==> src/rtl/button_event_gen.sv <==
// button_event_gen: turns DW debounced button levels into PRESS/RELEASE/LONG/REPEAT
// events. There is one small FSM per bit, timed in en_i ticks. Each event raises a
// per-bit/per-type pending flag, and the flags are drained one at a time over valid/ready.
// Build option: define BTN_EVT_REPEAT_EN to emit REPEAT events while a button is held.
module button_event_gen #(
  parameter int DW               = 4,
  parameter int LONG_PRESS_COUNT = 1000,
  parameter int REPEAT_COUNT     = 200,
  localparam int IDX_W           = (DW > 1) ? $clog2(DW) : 1
) (
  input  logic             clk,
  input  logic             rst,
  input  logic             en_i,
  input  logic [DW-1:0]    in,
  input  logic             evt_ready,
  input  logic             ovf_clr_i,
  output logic             evt_valid,
  output logic [IDX_W-1:0] evt_idx,
  output logic [1:0]       evt_type,
  output logic             ovf_o
);

  localparam int MAXC = (LONG_PRESS_COUNT > REPEAT_COUNT) ? LONG_PRESS_COUNT : REPEAT_COUNT;
  localparam int CW   = $clog2(MAXC + 1);
  localparam logic [CW-1:0] CNT_MAX = '1;
  localparam logic [CW-1:0] LONG_C  = CW'(LONG_PRESS_COUNT);
`ifdef BTN_EVT_REPEAT_EN
  localparam logic [CW-1:0] REP_C   = CW'(REPEAT_COUNT);
`endif

  typedef enum logic [1:0] {IDLE, DOWN, HELD} state_t;

  // Per-lane event strobes, one bit per type: [0] PRESS [1] RELEASE [2] LONG [3] REPEAT
  logic [DW-1:0][3:0] set_evt;
  logic [DW-1:0][3:0] pend;
  logic [DW-1:0][3:0] clr;

  for (genvar i = 0; i < DW; i++) begin : g_lane
    state_t        st, st_nxt;
    logic [CW-1:0] cnt, cnt_nxt, cnt_inc;
    logic [3:0]    ev;

    assign set_evt[i] = ev;

    // Lane state and hold counter
    always_ff @(posedge clk) begin
      if (rst) begin
        st  <= IDLE;
        cnt <= '0;
      end else begin
        st  <= st_nxt;
        cnt <= cnt_nxt;
      end
    end

    // Lane next state and event strobes; only en_i ticks advance anything, release checked first
    always_comb begin
      st_nxt  = st;
      cnt_nxt = cnt;
      ev      = '0;
      cnt_inc = (cnt == CNT_MAX) ? cnt : cnt + CW'(1);
      if (en_i) begin
        unique case (st)
          IDLE: if (in[i]) begin
            ev[0]   = 1'b1;
            cnt_nxt = '0;
            st_nxt  = DOWN;
          end
          DOWN: if (!in[i]) begin
            ev[1]  = 1'b1;
            st_nxt = IDLE;
          end else if (cnt_inc == LONG_C) begin
            ev[2]   = 1'b1;
            cnt_nxt = '0;
            st_nxt  = HELD;
          end else begin
            cnt_nxt = cnt_inc;
          end
          HELD: if (!in[i]) begin
            ev[1]  = 1'b1;
            st_nxt = IDLE;
`ifdef BTN_EVT_REPEAT_EN
          end else if (cnt_inc == REP_C) begin
            ev[3]   = 1'b1;
            cnt_nxt = '0;
`endif
          end else begin
            cnt_nxt = cnt_inc;
          end
          default: st_nxt = IDLE;
        endcase
      end
    end
  end

  logic             load, found, drop;
  logic [IDX_W-1:0] sel_idx;
  logic [1:0]       sel_type;

  assign load = !evt_valid || evt_ready;
  assign drop = |(set_evt & pend & ~clr);

  // Pick the lowest pending {bit, type}; the descending scan leaves the lowest match last
  always_comb begin
    found    = 1'b0;
    sel_idx  = '0;
    sel_type = '0;
    clr      = '0;
    for (int i = DW - 1; i >= 0; i--) begin
      for (int t = 3; t >= 0; t--) begin
        if (pend[i][t]) begin
          found    = 1'b1;
          sel_idx  = IDX_W'(i);
          sel_type = 2'(t);
        end
      end
    end
    if (load && found) clr[sel_idx][sel_type] = 1'b1;
  end

  // Pending flags: a new event wins over a same-cycle drain of the same flag
  always_ff @(posedge clk) begin
    if (rst) pend <= '0;
    else     pend <= (pend & ~clr) | set_evt;
  end

  // Output register, reloaded whenever the consumer is not stalling it
  always_ff @(posedge clk) begin
    if (rst) begin
      evt_valid <= 1'b0;
      evt_idx   <= '0;
      evt_type  <= '0;
    end else if (load) begin
      evt_valid <= found;
      if (found) begin
        evt_idx  <= sel_idx;
        evt_type <= sel_type;
      end
    end
  end

  // Sticky overflow; a fresh drop beats a clear in the same cycle
  always_ff @(posedge clk) begin
    if (rst)            ovf_o <= 1'b0;
    else if (drop)      ovf_o <= 1'b1;
    else if (ovf_clr_i) ovf_o <= 1'b0;
  end

endmodule

==> config.mk <==
export PLATFORM = sky130hd
export DESIGN_NAME = button_event_gen
export DESIGN_NICKNAME = d
export VERILOG_FILES = /design/src/rtl/button_event_gen.sv
export SDC_FILE = /design/constraint.sdc
export NUM_CORES = 1
export LEC_CHECK = 0
export ABC_AREA = 1
export BUFFER_PORTS_ARGS = -buffer_cell sky130_fd_sc_hd__buf_2
export CAP_MARGIN = 40
export CORE_UTILIZATION = 45
export CTS_BUF_LIST = sky130_fd_sc_hd__clkbuf_16
export DETAILED_ROUTE_END_ITERATION = 12
export PLACE_DENSITY = 0.64
export SETUP_SLACK_MARGIN = 0.3
export SYNTH_ARGS = -nofsm -noshare
export SYNTH_HDL_FRONTEND = slang
export SYNTH_SLANG_ARGS = --single-unit
==> constraint.sdc <==
create_clock -name clk -period 5.86 [get_ports clk]
set_clock_uncertainty 0.1 [all_clocks]
set_input_delay 0.586 -clock clk [delete_from_list [all_inputs] [get_ports clk]]
set_output_delay 0.586 -clock clk [all_outputs]
set_load 0.01 [all_outputs]
==> summary.txt, run 1 <==
total power: 1.28 mW
# rows: 36
number of flops mapped to enable cells by yosys: 0
Period Utilization, post-route: 44.4%
largest net degree at the start of global routing: 62
register area share after synthesis: 30.8%
synth-to-layout area growth: 11.9%
Root Buffer: clkbuf_16
met3 usage: 3.12%
Routed WL per cell: 11.4 um
vias per inst: 4.98
H-tree levels: 3
clock period minus worst slack: 2.60 ns
Detail Route Antenna Nets: 0
routed wire length: 9820 um
core area: 0.00977 mm2
buffers added on ports: 14
met1 Usage GRT: 25.3%
Flop pwr share: 39.4%
crit path DAT: 2.76 ns
n_diodes: 0
kind of end point of the critical path: flip-flop
synthesized instance count: 709
share of layout cells above drive strength 1: 9.74%
type of origin of the critical path: flip-flop
die area: 0.0105 mm2
net switching power: 0.324 mW
Multi-input gate area: 0.00271 mm2
library cells used by synthesis: 38
commonest non-fill, non-tap cell in the layout: nand2_1
antenna violations before repair: 0
Die W: 103 um
drt drc: 0
TritonCTS clock tree: built
PD cells: 251 mW/mm2
commonest cells after routing, fill and taps aside: nand2_1 (213), inv_1 (98), a21oi_1 (76)
CTS Hold Bufs: 0
Setup TNS: 0 ns
DRT iter0 DRCs: 159
Slew Limit Fails: 0
gr busiest metal: met2
hpwl dp: 7330 um
filler instances: 998
Final GP Congestion: 0.889
FF-to-FF End: ovf_o$_SDFFE_PP0P_
sw frac: 25.3%
worst skew pair latency: 0.33 ns
worst vdd ir: 98.6 uV
Max-Cap Viols: 0
cell area after synthesis: 0.00455 mm2
RSZ-0062 raised after global routing: no
R2R setup slack: 3.26 ns
leakage power: 2.14 nW
final setup fails: 0
vias in the first global route: 3953
vias: 4292
CTS clk-pin slew, worst paths: 0.06 ns
Die Y: 103 um
Ports: 15
Fin. Hold Viols: 0
Detailed Routing Iterations Pass 1: 4
post-route design area: 0.00509 mm2
Max Buffers Root-to-Sink: 2
Final Hold Slack: 0.357 ns
Num CTS Buffers: 9
Worst Setup Path Type: reg2reg
Hold Path Class: reg2reg
Comb pwr share: 12.4%
FF-to-FF path depth: 15
Internal: 0.955 mW
Yosys reg bits: 70
Synth Flop Type: dfxtp_1
post-CTS sizing: 0
NumNets Final: 751
worst path required time: 6.02 ns
Placed Area: 0.00475 mm2
clock network power share: 48.2%
initial core utilization: 46.5%
Synth Net Count: 736
r2r startpoint: g_lane[2].cnt[1]$_SDFFE_PP0P_
status: finished, final reports clean
Worst-Margin Slew: 0.688 ns
M2 GR Usage: 35.2%
crit path to: ovf_o$_SDFFE_PP0P_
Avg Cell Area, Syn: 6.41 um2
Synth Warn #: 0
CP max FO: 12
Post-synth ARST share: 0%
CTS sink cnt: 70
FF+latch area: 0.00140 mm2
postcts setup bufs: 0
first-pass GRT wire length: 17000 um
grt total ovfl: 0
Rel. slew slack: 54.0%
fmax: 385 MHz
Tot GR Track Use: 20.6%
Worst Setup SP: g_lane[2].cnt[1]$_SDFFE_PP0P_
-- critical path, stage by stage (launching register included) --
cell and delay (ns):
dfxtp_1 0.39, ha_1 0.21, and3_1 0.25, nand3_2 0.23, or2_1 0.27, nand2_1 0.08, nand3_1 0.07, nor2_1 0.11
nand4_1 0.16, nor2_1 0.21, nand3_1 0.12, nand2_1 0.07, nor2_1 0.04, nand2_1 0.04, nor2_1 0.04, a21oi_1 0.12
-- cells by family (layout without fill, tap and decap cells) --
kind of cell | count (synthesis) | in the layout | share of synthesized area [%]
AND/OR/NAND/NOR | 378 | 378 | 37.7
buffers and inverters | 116 | 136 | 9.60
AO/OA/AOI/OAI | 107 | 107 | 13.1
flip-flops | 70 | 70 | 30.8
XOR/XNOR | 20 | 20 | 3.85
adder cells (fa/ha/maj) | 18 | 18 | 4.95
-- state kept, by name, summed over array words and instances (netlist names) --
signal	cells
evt_idx	2
evt_type	2
evt_valid	1
g_lane.cnt	40
g_lane.st	8
ovf_o	1
pend	16
-- final cells by class --
type                            instances  area share (%)
Timing Repair Buffer                   15            1.52
Tap cell                              133            3.27
Clock inverter                          7            2.24
Multi-Input combinational cell        523            53.3
Clock buffer                            9            4.43
Sequential cell                        70            27.5
Inverter                              105            7.75
-- per-layer routing --
layer,wire (um),vias to the layer above
li1,-,2307
met1,4760,1912
met3,327,15
met4,162,0
met5,0,-
met2,4570,58
-- power groups by stage --
stage	Combinational, mW	Clock [mW]	Sequential [mW]
5_1_grt	0.181	0.653	0.506
4_1_cts	0.159	0.634	0.504
3_3_place_gp	0.156	0	0.513
6_report	0.159	0.616	0.504
3_5_place_dp	0.158	0	0.514
2_1_floorplan	0.114	0	0.516
-- cells in the mapped netlist (2+ instances only) --
cell	n	area [um2]
nand2_1	213	800
inv_1	97	364
a21oi_1	76	380
dfxtp_1	70	1400
nor2_1	55	206
nand3_1	46	230
nand4_1	19	119
ha_1	18	225
xor2_1	15	131
o21ai_0	14	70.1
nor3_1	10	50.1
clkbuf_1	9	33.8
nor2_2	8	50.1
nor2_4	7	78.8
nand2_2	6	37.5
clkinv_1	5	18.8
xnor2_1	5	43.8
o21ai_1	4	20.0
a21oi_2	3	26.3
inv_2	3	11.3
nand3_2	3	30.0
nand4_2	3	37.5
a21oi_4	2	32.5
a31oi_1	2	12.5
nand3b_1	2	15.0
nor3_2	2	20.0
-- per-stage QoR --
| step | cells | util (%) | setup slack [ns] |
|---|---|---|---|
| 2_1_floorplan | 709 | - | 3.73 |
| 3_3_place_gp | 846 | 48.6 | 3.33 |
| 3_5_place_dp | 846 | 48.6 | 3.22 |
| 4_1_cts | 862 | 52.1 | 3.25 |
| 5_1_grt | 862 | 52.1 | 3.01 |
| 6_report | 862 | 52.1 | 3.26 |
-- worst min path at each step --
stage / start / to / slack (ns) / depth (start not counted)
2_1_floorplan: pend[11]$_SDFF_PP0_ / pend[11]$_SDFF_PP0_ / 0.33 / 2
3_3_place_gp: pend[11]$_SDFF_PP0_ / pend[11]$_SDFF_PP0_ / 0.35 / 2
3_5_place_dp: pend[11]$_SDFF_PP0_ / pend[11]$_SDFF_PP0_ / 0.35 / 2
4_1_cts: evt_idx[1]$_SDFFE_PP0P_ / evt_idx[1]$_SDFFE_PP0P_ / 0.36 / 2
5_1_grt: pend[11]$_SDFF_PP0_ / pend[11]$_SDFF_PP0_ / 0.39 / 2
6_report: pend[11]$_SDFF_PP0_ / pend[11]$_SDFF_PP0_ / 0.36 / 2
Note: power is estimated with default switching activity, not from simulation.
==> inputs of run 2 (changes only) <==
==> constraint.sdc (replaced) <==
create_clock -name clk -period 2.5 [get_ports clk]
set_clock_uncertainty 0.1 [all_clocks]
set_input_delay 0.25 -clock clk [delete_from_list [all_inputs] [get_ports clk]]
set_output_delay 0.25 -clock clk [all_outputs]
set_load 0.01 [all_outputs]
==> summary.txt, run 2 (synthesized netlist as in run 1, its figures left out) <==
status: finished, final reports clean
Die Y: 103 um (unchanged)
Tot GR Track Use: 21.9% (+1.3 points)
DRT iter0 DRCs: 191 (+20%)
initial core utilization: 46.5% (unchanged)
worst path required time: 2.61 ns (-3.41 ns)
vias per inst: 5.12 (+2.9%)
CTS clk-pin slew, worst paths: 0.06 ns (about the same)
hpwl dp: 7250 um (-1.1%)
worst skew pair latency: 0.34 ns (about the same)
RSZ-0062 raised after global routing: yes
Ports: 15 (unchanged)
Max-Cap Viols: 0 (unchanged)
placed instance count: 852 (+0.71%)
hold endpoint: g_lane[3].st[1]$_SDFFE_PP0P_
commonest cells after routing, fill and taps aside: nand2_1 (197), inv_1 (95), a21oi_1 (59)
met1 Usage GRT: 27.4% (+2.2 points)
FF-to-FF path depth: 15 (unchanged)
Detailed Routing Iterations Pass 1: 5 (+1)
min-delay src: in[3]
Worst Setup Path Type: reg2reg
Hold Path Class: in2reg
Largest Register: g_lane.cnt
antenna violations before repair: 0 (unchanged)
worst vdd ir: 346 uV (+250%)
fmax: 411 MHz (+6.9%)
TritonCTS clock tree: built
R2R setup slack: 0.07 ns (-3.19 ns)
type of origin of the critical path: flip-flop
first-pass GRT wire length: 18200 um (+6.8%)
filler instances: 905 (-9.3%)
Detail Route Antenna Nets: 0 (unchanged)
Max Buffers Root-to-Sink: 2 (unchanged)
grt total ovfl: 0 (unchanged)
largest net degree at the start of global routing: 36 (-42%)
max FFs per register: 40 (unchanged)
FF-to-FF End: ovf_o$_SDFFE_PP0P_
gr busiest metal: met2
CP max FO: 8 (-4)
CTS sink cnt: 70 (unchanged)
crit path DAT: 2.55 ns (-0.21 ns)
share of layout cells above drive strength 1: 25.0% (+15 points)
final setup fails: 0 (unchanged)
H-tree levels: 3 (unchanged)
Rel. slew slack: 72.5% (+19 points)
vias: 4579 (+6.7%)
Final Hold Slack: 0.115 ns (-0.242 ns)
NumNets Final: 783 (+4.3%)
vias in the first global route: 4177 (+5.7%)
post-layout util: 58.5% (+6.4 points)
Period Utilization, post-route: 97.3% (+53 points)
r2r startpoint: pend[6]$_SDFF_PP0_
Worst-Margin Slew: 0.413 ns (-0.275 ns)
routed wire length: 11400 um (+16%)
met3 usage: 2.92% (-0.20 points)
PD cells: 508 mW/mm2 (+100%)
commonest non-fill, non-tap cell in the layout: nand2_1
buffers added on ports: 14 (unchanged)
M2 GR Usage: 37.3% (+2.1 points)
Non-Filler Instances: 894 (+3.7%)
core area: 0.00977 mm2 (unchanged)
Fin. Hold Viols: 0 (unchanged)
die area: 0.0105 mm2 (unchanged)
drt drc: 0 (unchanged)
Final GP Congestion: 0.898 (+1.0%)
Hold Path Stages: 3 (+1)
synth-to-layout area growth: 25.7%
Die W: 103 um (unchanged)
leakage power: 2.36 nW (+10%)
Routed WL per cell: 12.7 um (+12%)
Root Buffer: clkbuf_16
CTS Hold Bufs: 0 (unchanged)
n_diodes: 0 (unchanged)
Largest regs: g_lane.cnt (40), pend (16), g_lane.st (8)
Num CTS Buffers: 9 (unchanged)
kind of end point of the critical path: flip-flop
clock period minus worst slack: 2.43 ns (-0.167 ns)
Slew Limit Fails: 0 (unchanged)
# rows: 36 (unchanged)
run 2: metrics by stage:
step	setup slack, ns	power, mW	area, um2	setup TNS [ns]
final	0.0679	2.90	5720	0
after global routing	-0.0599	3.03	5720	-0.0910
after CTS	0.173	2.88	5400	0
after detailed placement	0.0868	1.58	4790	0
after global placement	0.0873	1.58	4790	0
after floorplan	0.371	1.48	4550	0
run 2: worst max-delay path by stage:
stage | startpoint | endpoint | slack [ns] | depth (start not counted)
final | pend[6]$_SDFF_PP0_ | ovf_o$_SDFFE_PP0P_ | 0.07 | 15
after global routing | pend[6]$_SDFF_PP0_ | ovf_o$_SDFFE_PP0P_ | -0.06 | 15
after CTS | pend[4]$_SDFF_PP0_ | ovf_o$_SDFFE_PP0P_ | 0.17 | 15
after detailed placement | g_lane[3].cnt[0]$_SDFFE_PP0P_ | ovf_o$_SDFFE_PP0P_ | 0.09 | 17
after global placement | g_lane[3].cnt[0]$_SDFFE_PP0P_ | ovf_o$_SDFFE_PP0P_ | 0.09 | 17
after floorplan | g_lane[0].cnt[0]$_SDFFE_PP0P_ | g_lane[0].st[1]$_SDFFE_PP0P_ | 0.37 | 14
run 2: layer usage:
layer / share of wire, % / vias up
li1: - / 2367
met1: 45 / 2091
met2: 49 / 104
met3: 3.8 / 17
met4: 2.0 / 0
met5: 0 / -
run 2: final cells by class:
class / count / area [um2] / area share, %
multi-input combinational: 526 / 3120 / 54.6
sequential: 70 / 1440 / 25.1
inverter: 105 / 397 / 6.94
timing repair buffer: 44 / 299 / 5.23
clock buffer: 9 / 225 / 3.94
tap: 133 / 166 / 2.91
clock inverter: 7 / 73.8 / 1.29
run 2: critical path, stage by stage (launching register included):
cell,delay [ns]
dfxtp_1,0.39
nor2_1,0.09
nand2_1,0.15
nor2_1,0.09
a21oi_2,0.29
o21ai_1,0.16
nor2_2,0.19
nand3_1,0.12
nand2_1,0.08
nand3_1,0.06
nor2_1,0.12
nand2_1,0.07
nor2_1,0.10
nand2_1,0.05
nor2_1,0.14
a21oi_1,0.09
run 2: repair_timing:
action,CTS,global route
pin swaps,30,46
resized for setup,55,67
endpoints found under the setup margin,49,57
buffers inserted,15,8
cloned,1,2
run 2: report_power, final:
group	switching (mW)	internal, mW	total [mW]	leakage, nW
Combinational	0.302	0.140	0.441	1.65
Clock	0.509	0.773	1.28	0.136
Sequential	0.0259	1.15	1.18	0.579
